--- src/rtl/rgb_pixel_packer.sv ---
// Byte-serial R,G,B to 24-bit pixel packer with a small pixel FIFO and per-frame last tagging.
// Optional PIX_CHECKSUM_EN adds frame_sum, the modulo-2^32 sum of all bytes accepted in the frame.
module rgb_pixel_packer #(
  parameter int NUM_PIXELS = 4096,
  parameter int FIFO_DEPTH = 4,
  parameter int BYTE_W     = 8
) (
  input  logic                clk,
  input  logic                reset,
  input  logic                start,
  input  logic                sin_valid,
  input  logic [BYTE_W-1:0]   sin,
  output logic                sin_ready,
  output logic                pix_valid,
  output logic [3*BYTE_W-1:0] pix_data,
  output logic                pix_last,
  input  logic                pix_ready,
  output logic                busy,
`ifdef PIX_CHECKSUM_EN
  output logic [31:0]         frame_sum,
`endif
  output logic                frame_done
);

  localparam int CNT_W = $clog2(NUM_PIXELS + 1);
  localparam int PTR_W = $clog2(FIFO_DEPTH);
  localparam int OCC_W = PTR_W + 1;
  localparam int PIX_W = 3 * BYTE_W;

  typedef enum logic [1:0] {
    S_IDLE,
    S_RUN,
    S_DRAIN
  } state_t;

  state_t              state_q, state_d;
  logic [1:0]          phase_q, phase_d;
  logic [BYTE_W-1:0]   r_q, r_d;
  logic [BYTE_W-1:0]   g_q, g_d;
  logic [CNT_W-1:0]    cnt_q, cnt_d;
  logic [PTR_W-1:0]    wr_ptr_q, wr_ptr_d;
  logic [PTR_W-1:0]    rd_ptr_q, rd_ptr_d;
  logic [OCC_W-1:0]    occ_q, occ_d;
  logic                done_q, done_d;

  logic [PIX_W-1:0]    mem_data_q [FIFO_DEPTH];
  logic                mem_last_q [FIFO_DEPTH];

  logic fifo_full;
  logic accept;
  logic push;
  logic pop;
  logic push_last;

  assign fifo_full  = (occ_q == OCC_W'(FIFO_DEPTH));
  assign pix_valid  = (occ_q != '0);
  assign pix_data   = pix_valid ? mem_data_q[rd_ptr_q] : '0;
  assign pix_last   = pix_valid & mem_last_q[rd_ptr_q];
  assign busy       = (state_q != S_IDLE);
  assign frame_done = done_q;

  // Full check uses registered occupancy only: a pop in the same cycle does not make room.
  assign sin_ready  = (state_q == S_RUN) && !((phase_q == 2'd2) && fifo_full);
  assign accept     = sin_valid & sin_ready;
  assign push       = accept && (phase_q == 2'd2);
  assign pop        = pix_valid & pix_ready;
  assign push_last  = (cnt_q == CNT_W'(NUM_PIXELS - 1));

  always_comb begin
    state_d = state_q;
    phase_d = phase_q;
    r_d     = r_q;
    g_d     = g_q;
    cnt_d   = cnt_q;
    done_d  = 1'b0;
    unique case (state_q)
      S_IDLE: begin
        if (start) begin
          state_d = S_RUN;
          phase_d = '0;
          cnt_d   = '0;
        end
      end
      S_RUN: begin
        if (accept) begin
          unique case (phase_q)
            2'd0: begin
              r_d     = sin;
              phase_d = 2'd1;
            end
            2'd1: begin
              g_d     = sin;
              phase_d = 2'd2;
            end
            default: begin
              phase_d = '0;
              cnt_d   = cnt_q + 1'b1;
              if (push_last) state_d = S_DRAIN;
            end
          endcase
        end
      end
      S_DRAIN: begin
        if (pop && pix_last) begin
          state_d = S_IDLE;
          done_d  = 1'b1;
        end
      end
      default: state_d = S_IDLE;
    endcase
  end

  always_comb begin
    wr_ptr_d = wr_ptr_q;
    rd_ptr_d = rd_ptr_q;
    occ_d    = occ_q;
    if (push) wr_ptr_d = wr_ptr_q + 1'b1;
    if (pop)  rd_ptr_d = rd_ptr_q + 1'b1;
    unique case ({push, pop})
      2'b10:   occ_d = occ_q + 1'b1;
      2'b01:   occ_d = occ_q - 1'b1;
      default: occ_d = occ_q;
    endcase
  end

  always_ff @(posedge clk or posedge reset) begin
    if (reset) begin
      state_q  <= S_IDLE;
      phase_q  <= '0;
      r_q      <= '0;
      g_q      <= '0;
      cnt_q    <= '0;
      wr_ptr_q <= '0;
      rd_ptr_q <= '0;
      occ_q    <= '0;
      done_q   <= 1'b0;
    end else begin
      state_q  <= state_d;
      phase_q  <= phase_d;
      r_q      <= r_d;
      g_q      <= g_d;
      cnt_q    <= cnt_d;
      wr_ptr_q <= wr_ptr_d;
      rd_ptr_q <= rd_ptr_d;
      occ_q    <= occ_d;
      done_q   <= done_d;
    end
  end

  // Storage needs no reset: outputs are gated by occupancy.
  always_ff @(posedge clk) begin
    if (push) begin
      mem_data_q[wr_ptr_q] <= {r_q, g_q, sin};
      mem_last_q[wr_ptr_q] <= push_last;
    end
  end

`ifdef PIX_CHECKSUM_EN
  logic [31:0] sum_q, sum_d;

  always_comb begin
    sum_d = sum_q;
    if (state_q == S_IDLE && start) sum_d = '0;
    else if (accept)                 sum_d = sum_q + 32'(sin);
  end

  always_ff @(posedge clk or posedge reset) begin
    if (reset) sum_q <= '0;
    else       sum_q <= sum_d;
  end

  assign frame_sum = sum_q;
`endif

endmodule
--- config.mk ---
export PLATFORM = sky130hd
export DESIGN_NAME = rgb_pixel_packer
export DESIGN_NICKNAME = d
export VERILOG_FILES = /design/src/rtl/rgb_pixel_packer.sv
export SDC_FILE = /design/constraint.sdc
export NUM_CORES = 1
export LEC_CHECK = 0
export ABC_CLOCK_PERIOD_IN_PS = 2800
export CORE_UTILIZATION = 25
export CTS_CLUSTER_DIAMETER = 150
export DETAILED_ROUTE_END_ITERATION = 7
export SLEW_MARGIN = 10
export SYNTH_ARGS = -nofsm -noshare
export SYNTH_HDL_FRONTEND = slang
export SYNTH_SLANG_ARGS = --single-unit
--- constraint.sdc ---
create_clock -name clk -period 2.8 [get_ports clk]
set_input_delay 0.28 -clock clk [delete_from_list [all_inputs] [get_ports clk]]
set_output_delay 0.28 -clock clk [all_outputs]
set_load 0.03 [all_outputs]
# Word-level counts from Yosys, hierarchy flattened
# Memories as Yosys holds them, arrays and structs flattened.
# Index checks and enable logic that the tools add are counted.
# totals
reg_bits,41
ram_bits,100
inputBits,13
output_inout_bits,29
word_cells,69
memories,2
# mem_list
name,depth,width,rd,rd_clocked_by_memory_dff,write_ports,line,rtl
mem_data_q,4,24,1,0,1,46,logic [PIX_W-1:0] mem_data_q [FIFO_DEPTH];
mem_last_q,4,1,1,0,1,47,logic mem_last_q [FIFO_DEPTH];
# op_classes
n_addsub,5
n_eq_ne,13
mux,20
n_bitwise,3
n_reduce_logical,17
# op_table
cell,n
two-way mux 13 bit,3
one-hot mux 13 bit (2 select lines),1
two-way mux 24 bit,1
two-way mux 2 bit,7
"adder 13 x 1 -> 13 bit, second input constant",1
"equality test 13 x 12 -> 1 bit, second input constant",1
"inequality test 2 bit, second input constant",5
AND reduction 3 bit,3
one-hot mux 2 bit (2 select lines),2
"equality test 2 x 1 -> 1 bit, second input constant",3
"equality test 2 bit, second input constant",3
one-hot mux 2 bit (3 select lines),1
one-hot mux 3 bit (2 select lines),1
nonzero test 2 bit,3
AND reduction 5 bit,1
"adder 2 x 1 -> 2 bit, second input constant",2
logical AND 1 bit,4
zero test 2 bit,2
two-way mux 1 bit,4
AND reduction 4 bit,1
"adder 3 x 1 -> 3 bit, second input constant",1
AND 1 bit,3
"equality test 3 bit, second input constant",1
nonzero test 3 bit,1
3 further kinds,3

# Logic depth before layout (Yosys ltp)
# logic_depth
ltp_word,8
depth_mapped,11
mapped_depth_nobuf,10

# Least setup slack after synthesis
# OpenSTA, ideal clock, no wires.
# synth_timing
path_type,flip-flop to flip-flop
from,register phase_q[0]
to,register occ_q[2]
setup_time_ns,0.079
t_arrival_ns,2.216
t_required_ns,2.721
path_slack_ns,0.505
stages_incl_launch_ff,12
n_path_buf,1
period_less_slack_ns,2.295
path_cell_list,dfrtp_1 > buf_6 > or4b_4 > nand2_2 > nor2_2 > inv_1 > ha_1 > inv_1 > fa_1 > xor2_1 > nor2_1 > xor2_1
# synth_between
elab_chain_cells,8
word_cells_on_any_way,10
cone_classes,eq/ne (3); mux (1); bitwise (1); reduce/logical (5)
# synth_lines
item,line,rtl
from (decl),37,"logic [1:0] phase_q, phase_d;"
from (signal assigned),139,phase_q <= phase_d;
equality test 2 bit *,"63, 65",
logical AND 1 bit,63,assign sin_ready = (state_q == S_RUN) && !((phase_q == 2'd2) && fifo_full);
zero test 1 bit,63,
logical AND 1 bit,63,
AND 1 bit,64,assign accept = sin_valid & sin_ready;
logical AND 1 bit *,65,assign push = accept && (phase_q == 2'd2);
equality test 2 x 1 -> 1 bit / equality test 2 bit (equally long branches),119,"unique case ({push, pop})"
one-hot mux 3 bit (2 select lines) / nonzero test 2 bit (equally long branches),--,
to (signal assigned),135,occ_q <= '0;
to (signal assigned),145,occ_q <= occ_d;
to (decl),43,"logic [OCC_W-1:0] occ_q, occ_d;"
# Every way passes the cells marked *; elsewhere a longest branch is shown, timed or not.
# A chain may end at the register's enable or synchronous reset.

# Final worst setup path
# layout_timing
from,register occ_q[0]
to,output pix_data[0]
# layout_between
elab_chain_cells,2
# layout_lines
item,line,rtl
nonzero test 3 bit,56,assign pix_valid = (occ_q != '0);
two-way mux 24 bit,57,assign pix_data = pix_valid ? mem_data_q[rd_ptr_q] : '0;
to (decl),15,"output logic [3*BYTE_W-1:0] pix_data,"
# No other way between the ends.

==> impl_metrics.sql <==
INSERT INTO impl_metrics (metric_group, metric, value, unit) VALUES
('clock_network', 'cts-resized-gates', '0', ''),
('layout', 'synthToLayoutAreaGrowth', '24.7', '%'),
('pwr', 'combinationalPowerShare', '33.7', '%'),
('clock_network', 'cts_buffers', '17', ''),
('clock_network', 'cts_num_sinks', '141', ''),
('sta', 'max-slew-margin-rel', '52.6', '%'),
('critical_path', 'critical_path_arrival', '2400', 'ps'),
('critical_path', 'path_class', 'register to output pin', ''),
('sta', 'fin_crit_sh', '95.6', '%'),
('pwr', 'power_frac_clock', '27.8', '%'),
('layout', 'layoutNonFillerInstCount', '695', ''),
('logic_synthesis', 'mean_syn_cell_area', '17.0', 'um^2'),
('pwr', 'cellPowerDensity', '1070', 'nW/um^2'),
('pwr', 'post-layout-total-power', '7.78', 'mW'),
('critical_path', 'capturing_element_type_of_the_critical_path', 'output pin', ''),
('critical_path', 'reg2regPathDepth', '10', ''),
('grt', 'busiest_layer', 'met2', ''),
('routing', 'wl', '11.5', 'mm'),
('layout', 'post_route_cells_drive_above_1_share', '23.2', '%'),
('pwr', 'netSwitchingPower', '2.55', 'mW'),
('grt', 'globalRouteMet2Util', '17.4', '%'),
('run_status', 'outcome', 'finished, final reports clean', ''),
('logic_synthesis', 'postSynth.asyncResetShare', '29.1', '%'),
('critical_path', 'crit_path_max_fanout', '25', ''),
('pwr', 'power_frac_seq', '38.5', '%'),
('grt', 'met3_usage', '2.77', '%'),
('logic_synthesis', 'syn_inst', '341', ''),
('pwr', 'vdd_drop_max', '583', 'uV'),
('floorplanning', 'dieArea', '23800', 'um^2'),
('sta', 'maxSlewViolCount', '0', ''),
('sta', 'finalHoldViolCount', '0', ''),
('clock_network', 'reg_clk_slew_reported_paths', '60', 'ps'),
('logic_synthesis', 'leading_register_cell_type_out_of_synthesis', 'sky130_fd_sc_hd__edfxtp_1', ''),
('place', 'hpwl', '7.44', 'mm'),
('logic_synthesis', 'netlist_area_before_placement', '5810', 'um^2'),
('place', 'gp_congestion', '0.776', ''),
('clock_network', 'post_cts_buffers', '0', ''),
('logic_synthesis', 'yosys_register_bits', '141', ''),
('grt', 'grt_util_all_layers', '10.2', '%'),
('logic_synthesis', 'ys_types', '47', ''),
('floorplanning', 'ios', '42', ''),
('layout', 'final_net_count', '417', ''),
('sta', 'worst_slew_pin_slew', '711', 'ps'),
('grt', 'grt_pass1_vias', '3290', ''),
('pwr', 'cellLeakagePower', '2.52', 'nW'),
('routing', 'antenna_viol_nets_final', '0', ''),
('floorplanning', 'die-height', '154', 'um'),
('sta', 'setup_tns', '0', 'ps'),
('place', 'dp_cells', '663', ''),
('grt', 'first_pass_grt_wire_length', '18.0', 'mm'),
('min_path', 'timing.hold.worst.class', 'input port to asynchronous set/reset pin', ''),
('place', 'numPortBuffers', '41', ''),
('clock_network', 'max-clock-path-buffers', '2', ''),
('grt', 'antenna_violations_before_repair', '0', ''),
('clock_network', 'cts.hold.buffers_added', '0', ''),
('job', 'max_cap_viol_count', '0', ''),
('sta', 'grt_setup_unrepaired', 'no', ''),
('floorplanning', 'die_width', '154', 'um'),
('sta', 'timing.final.crit_period', '2680', 'ps'),
('clock_network', 'cts-htree-levels', '4', ''),
('clock_network', 'tritoncts', 'built', ''),
('clock_network', 'clock_insertion_delay_worst_skew', '410', 'ps'),
('logic_synthesis', 'synth_enable_flop_cells', '100', ''),
('routing', 'routed_wire_length_per_instance', '16.5', 'um'),
('floorplanning', 'fp.coreArea', '22700', 'um^2'),
('pwr', 'intPower', '5.23', 'mW'),
('critical_path', 'worst_ep_required_time', '2520', 'ps'),
('grt', 'use_met1', '12.3', '%'),
('layout', 'insertedDiodeCount', '0', ''),
('sta', 'timing.fmax', '374', 'MHz'),
('critical_path', 'regToRegSetupSlack', '370', 'ps');
## routing by layer
layer	up-vias	share of wire, %
li1	1424	-
met1	1617	43
met2	84	51
met3	10	4.4
met4	0	0.87
met5	-	0
## worst max path at each step
stage	to	slack [ps]	depth (start not counted)
2_1_floorplan	occ_q[2]	500	11
3_3_place_gp	occ_q[2]	540	11
3_5_place_dp	occ_q[2]	410	11
4_1_cts	pix_data[10]	100	4
5_1_grt	pix_data[10]	40	4
6_report	pix_data[0]	120	4
## kinds of logic (layout without fill, tap and decap cells)
logic type                 after synthesis  after routing  synth area share (%)
DFF                                    141            141                  69.4
xor gates and xnor gates                 6              6                 0.905
and+or+nand+nor                         81             81                  8.84
muxes                                   43             43                  13.2
buffers and inverters                   28             97                  2.28
AOI/OAI and AO/OA                       35             35                  3.77
adders and majority gates                7              7                  1.64
## final cells by class
cell class	count	area [um^2]
Clock buffer	17	425
Clock inverter	15	153
Multi-Input combinational cell	172	1640
Sequential cell	141	4030
Timing Repair Buffer	55	591
Tap cell	285	357
Fill cell	2209	15500
Inverter	10	37.5
## power groups by stage
| stage | Clock, mW | Combinational (mW) | Sequential [mW] |
|---|---|---|---|
| final | 2.16 | 2.62 | 3.00 |
| after global routing | 2.29 | 2.81 | 3.05 |
| after CTS | 2.20 | 2.68 | 3.00 |
| after detailed placement | 0 | 2.68 | 3.04 |
| after global placement | 0 | 2.63 | 3.00 |
| after floorplan | 0 | 1.78 | 2.92 |
## per-stage QoR
step	utilization (%)	setup slack [ps]	hold WS, ps	area, um^2
finish	31.9	124	318	7240
global route	31.9	41.3	396	7240
CTS	31.9	98.5	371	7240
detailed placement	29.3	412	494	6660
global placement	29.3	536	480	6660
floorplan	-	505	379	5810
## Yosys cell counts (all sizes together) (4+ instances only)
| cell | count | area (um^2) |
|---|---|---|
| edfxtp | 100 | 3000 |
| dfrtp | 41 | 1030 |
| and2 | 32 | 200 |
| mux4 | 25 | 563 |
| mux2 | 17 | 191 |
| o21ai | 15 | 75.1 |
| nand2 | 13 | 51.3 |
| buf | 11 | 68.8 |
| inv | 10 | 37.5 |
| clkbuf | 7 | 26.3 |
| a21oi | 6 | 41.3 |
| ha | 6 | 75.1 |
| nor2 | 6 | 25.0 |
| o31ai | 5 | 37.5 |
| a31oi | 4 | 25.0 |
| nand3 | 4 | 20.0 |
## flip-flops by register name, indices dropped and copies added (netlist names)
name and cells:
wr_ptr_q 2, r_q 8, cnt_q 13, phase_q 2, frame_done 1, g_q 8, occ_q 3, mem_data_q 96
rd_ptr_q 2, mem_last_q 4, state_q 2
## critical path: stages, from the launching register on
cell,delay [ps]
sky130_fd_sc_hd__dfrtp_1,430
sky130_fd_sc_hd__or3_1,490
sky130_fd_sc_hd__buf_4,270
sky130_fd_sc_hd__and2_1,200
sky130_fd_sc_hd__clkdlybuf4s50_1,600
Note: power is estimated with default switching activity, not from simulation.
==> variant (config.mk and constraints unchanged) <==
Re-encode `state_t` (3 states) as one-hot, 3 bits wide.
--- a/src/rtl/rgb_pixel_packer.sv
+++ b/src/rtl/rgb_pixel_packer.sv
@@ -27,10 +27,10 @@
   localparam int OCC_W = PTR_W + 1;
   localparam int PIX_W = 3 * BYTE_W;
 
-  typedef enum logic [1:0] {
-    S_IDLE,
-    S_RUN,
-    S_DRAIN
+  typedef enum logic [2:0] {
+    S_IDLE  = 3'b001,
+    S_RUN   = 3'b010,
+    S_DRAIN = 3'b100
   } state_t;
 
   state_t              state_q, state_d;
Formal check against the unedited RTL: no difference found for any inputs over 10 cycles, from zero or initial values and one cycle with reset high; not proved beyond that.
==> variant against the original RTL <==
- non-clock buffer count did not move
- sequential cell count rose by 1
- synthesized cell count rose by 1.8%
- global-route usage rose by 0.12 points
- power fell by 4.6%
- worst setup slack improved by 0.042 ns
- sequential share of layout area fell by 0.52 points
- critical path depth did not move
- utilization fell by 0.45 points
- synthesized area rose by 2.2%
- routed wire length rose by 1.7%
- cell area rose by 1.6%
- count of clock-buffer cells in the layout rose by 1
==> variant: results (changes against the original RTL) <==
Status: complete, no violations (unchanged). The final worst clock skew is 0.0148 ns (was 0.00963 ns). The share of async-settable or async-resettable flops after synthesis came to 0.296 (was 0.291).

The sequential share of the synthesized area came out at 0.683 (was 0.694). The via count of the first global-routing pass came out at 3346 (was 3290). The xor-xnor portion of the synthesized cell area was 0.0236 (was 0.00905). The pre-CTS setup slack came out at 0.324 ns (was 0.412 ns). The data arrival time of the worst path was 2.35 ns (was 2.40 ns).

The total leakage power was 2.62 nW (was 2.52 nW). The number of DRC markers in iteration 0 is 130 (was 192). The first-pass GRT wire length is 18500 um (was 18000 um). Registers with the most flip-flops: mem_data_q x96, cnt_q x13 (unchanged). The number of nets at the end of the flow came out at 424 (was 417). The mux cell area share after synthesis is 0.134 (was 0.132). The post-synthesis adder-cell area fraction came out at 0.0160 (was 0.0164).

The number of filler cells placed in the layout is 2292 (was 2209). Synth area leaders: edfxtp_1, dfrtp_1, mux4_2 (unchanged). The actual transition at the worst max-transition pin is 0.645 ns (was 0.711 ns).

The count of antenna diodes in the layout came out at 0 (unchanged). Cell types with the highest counts after synthesis: edfxtp_1, dfrtp_1, and2_1, mux4_2, nor2_1 (was edfxtp_1, dfrtp_1, and2_1, mux4_2, mux2_2). The final wirelength came out at 11700 um (was 11500 um).

The share of layout cells above drive strength 1 is 0.235 (was 0.232). The count of cell types in the netlist came out at 44 (was 47). The slowest library cell on the worst path is dfrtp_1 (was clkdlybuf4s50_1). The routability congestion estimate is 0.731 (was 0.776).

The post-CTS setup buffer count was 0 (unchanged). The count of TritonRoute iterations in the first routing pass is 5 (was 4). The internal power came out at 5.00 mW (was 5.23 mW). The worst voltage drop across the vdd grid came to 0.000437 V (was 0.000583 V).

The overall routing resource usage came to 0.103 (was 0.102). The compound-cell area share of the yosys netlist is 0.0329 (was 0.0377). The total half-perimeter wirelength after legalization and detailed placement is 7230 um (was 7440 um). The pin count of the biggest net entering global routing came out at 43 (was 26). The critical-path maximum fanout came out at 19 (was 25).

The largest buffer count on any clock path is 2 (unchanged). The number of CTS-inserted buffers came to 17 (unchanged). The via total after detailed routing is 3123 (was 3135). The post-synth net total is 367 (was 361).
==> variant: through the flow <==
| stage | util | area [um^2] | hold slack, ns | instances |
|---|---|---|---|---|
| after floorplan | - | 5930 | 0.379 | 347 |
| after global placement | 0.290 | 6780 | 0.485 | 704 |
| after detailed placement | 0.290 | 6780 | 0.503 | 704 |
| after CTS | 0.314 | 7350 | 0.332 | 736 |
| after global routing | 0.314 | 7350 | 0.377 | 736 |
| final | 0.314 | 7350 | 0.314 | 736 |
==> variant: worst paths after layout <==
path	start	to	slack (ns)	cells after the start
max	rd_ptr_q[1]$_DFFE_PP0P_	pix_data[3]	0.17	4
min	reset	cnt_q[3]$_DFFE_PP0P_	0.31	3
max reg2reg	phase_q[0]$_DFFE_PP0P_	occ_q[2]$_DFFE_PP0P_	0.30	10
min reg2reg	occ_q[2]$_DFFE_PP0P_	occ_q[2]$_DFFE_PP0P_	0.51	1
max in group asynchronous	reset	rd_ptr_q[0]$_DFFE_PP0P_	2.05	3
min in group clk	occ_q[2]$_DFFE_PP0P_	occ_q[2]$_DFFE_PP0P_	0.51	1
==> variant: metal layers <==
layer  GRT usage  vias up  share of wire
li1            -     1433              -
met1       0.128     1625           0.45
met2       0.171       59           0.51
met3      0.0278        6          0.034
met4      0.0345        0         0.0064
met5           0        -              0
==> variant: worst max-delay path, delay by kind of cell (launching register included) <==
kind,cells,cell delay [ns]
multiplexers,1,0.32
buffers and inverters,2,0.84
AND/OR/NAND/NOR,1,0.19
flip-flops,1,0.61
==> variant: power groups by stage <==
stage          logic [mW]  clock network [mW]  registers [mW]
2_1_floorplan        1.67                   0            2.78
3_3_place_gp         2.39                   0            2.89
3_5_place_dp         2.41                   0            2.92
4_1_cts              2.42                2.24            2.87
5_1_grt              2.55                2.32            2.92
6_report             2.36                2.18            2.87
==> variant: final cells by class <==
cell class                      instances  area share
Sequential cell                       142       0.552
Timing Repair Buffer                   55      0.0735
Tap cell                              319      0.0543
Clock inverter                         14      0.0202
Inverter                                8     0.00408
Multi-Input combinational cell        180       0.238
Clock buffer                           18      0.0584
==> variant: logic make-up (layout without fill, tap and decap cells) <==
logic type | Yosys count | after routing
AND/OR/NAND/NOR | 91 | 91
adder cells (fa/ha/maj) | 7 | 7
multiplexers | 43 | 43
AO/OA/AOI/OAI | 23 | 23
flip-flops | 142 | 142
buffers and inverters | 25 | 95
XOR/XNOR | 16 | 16
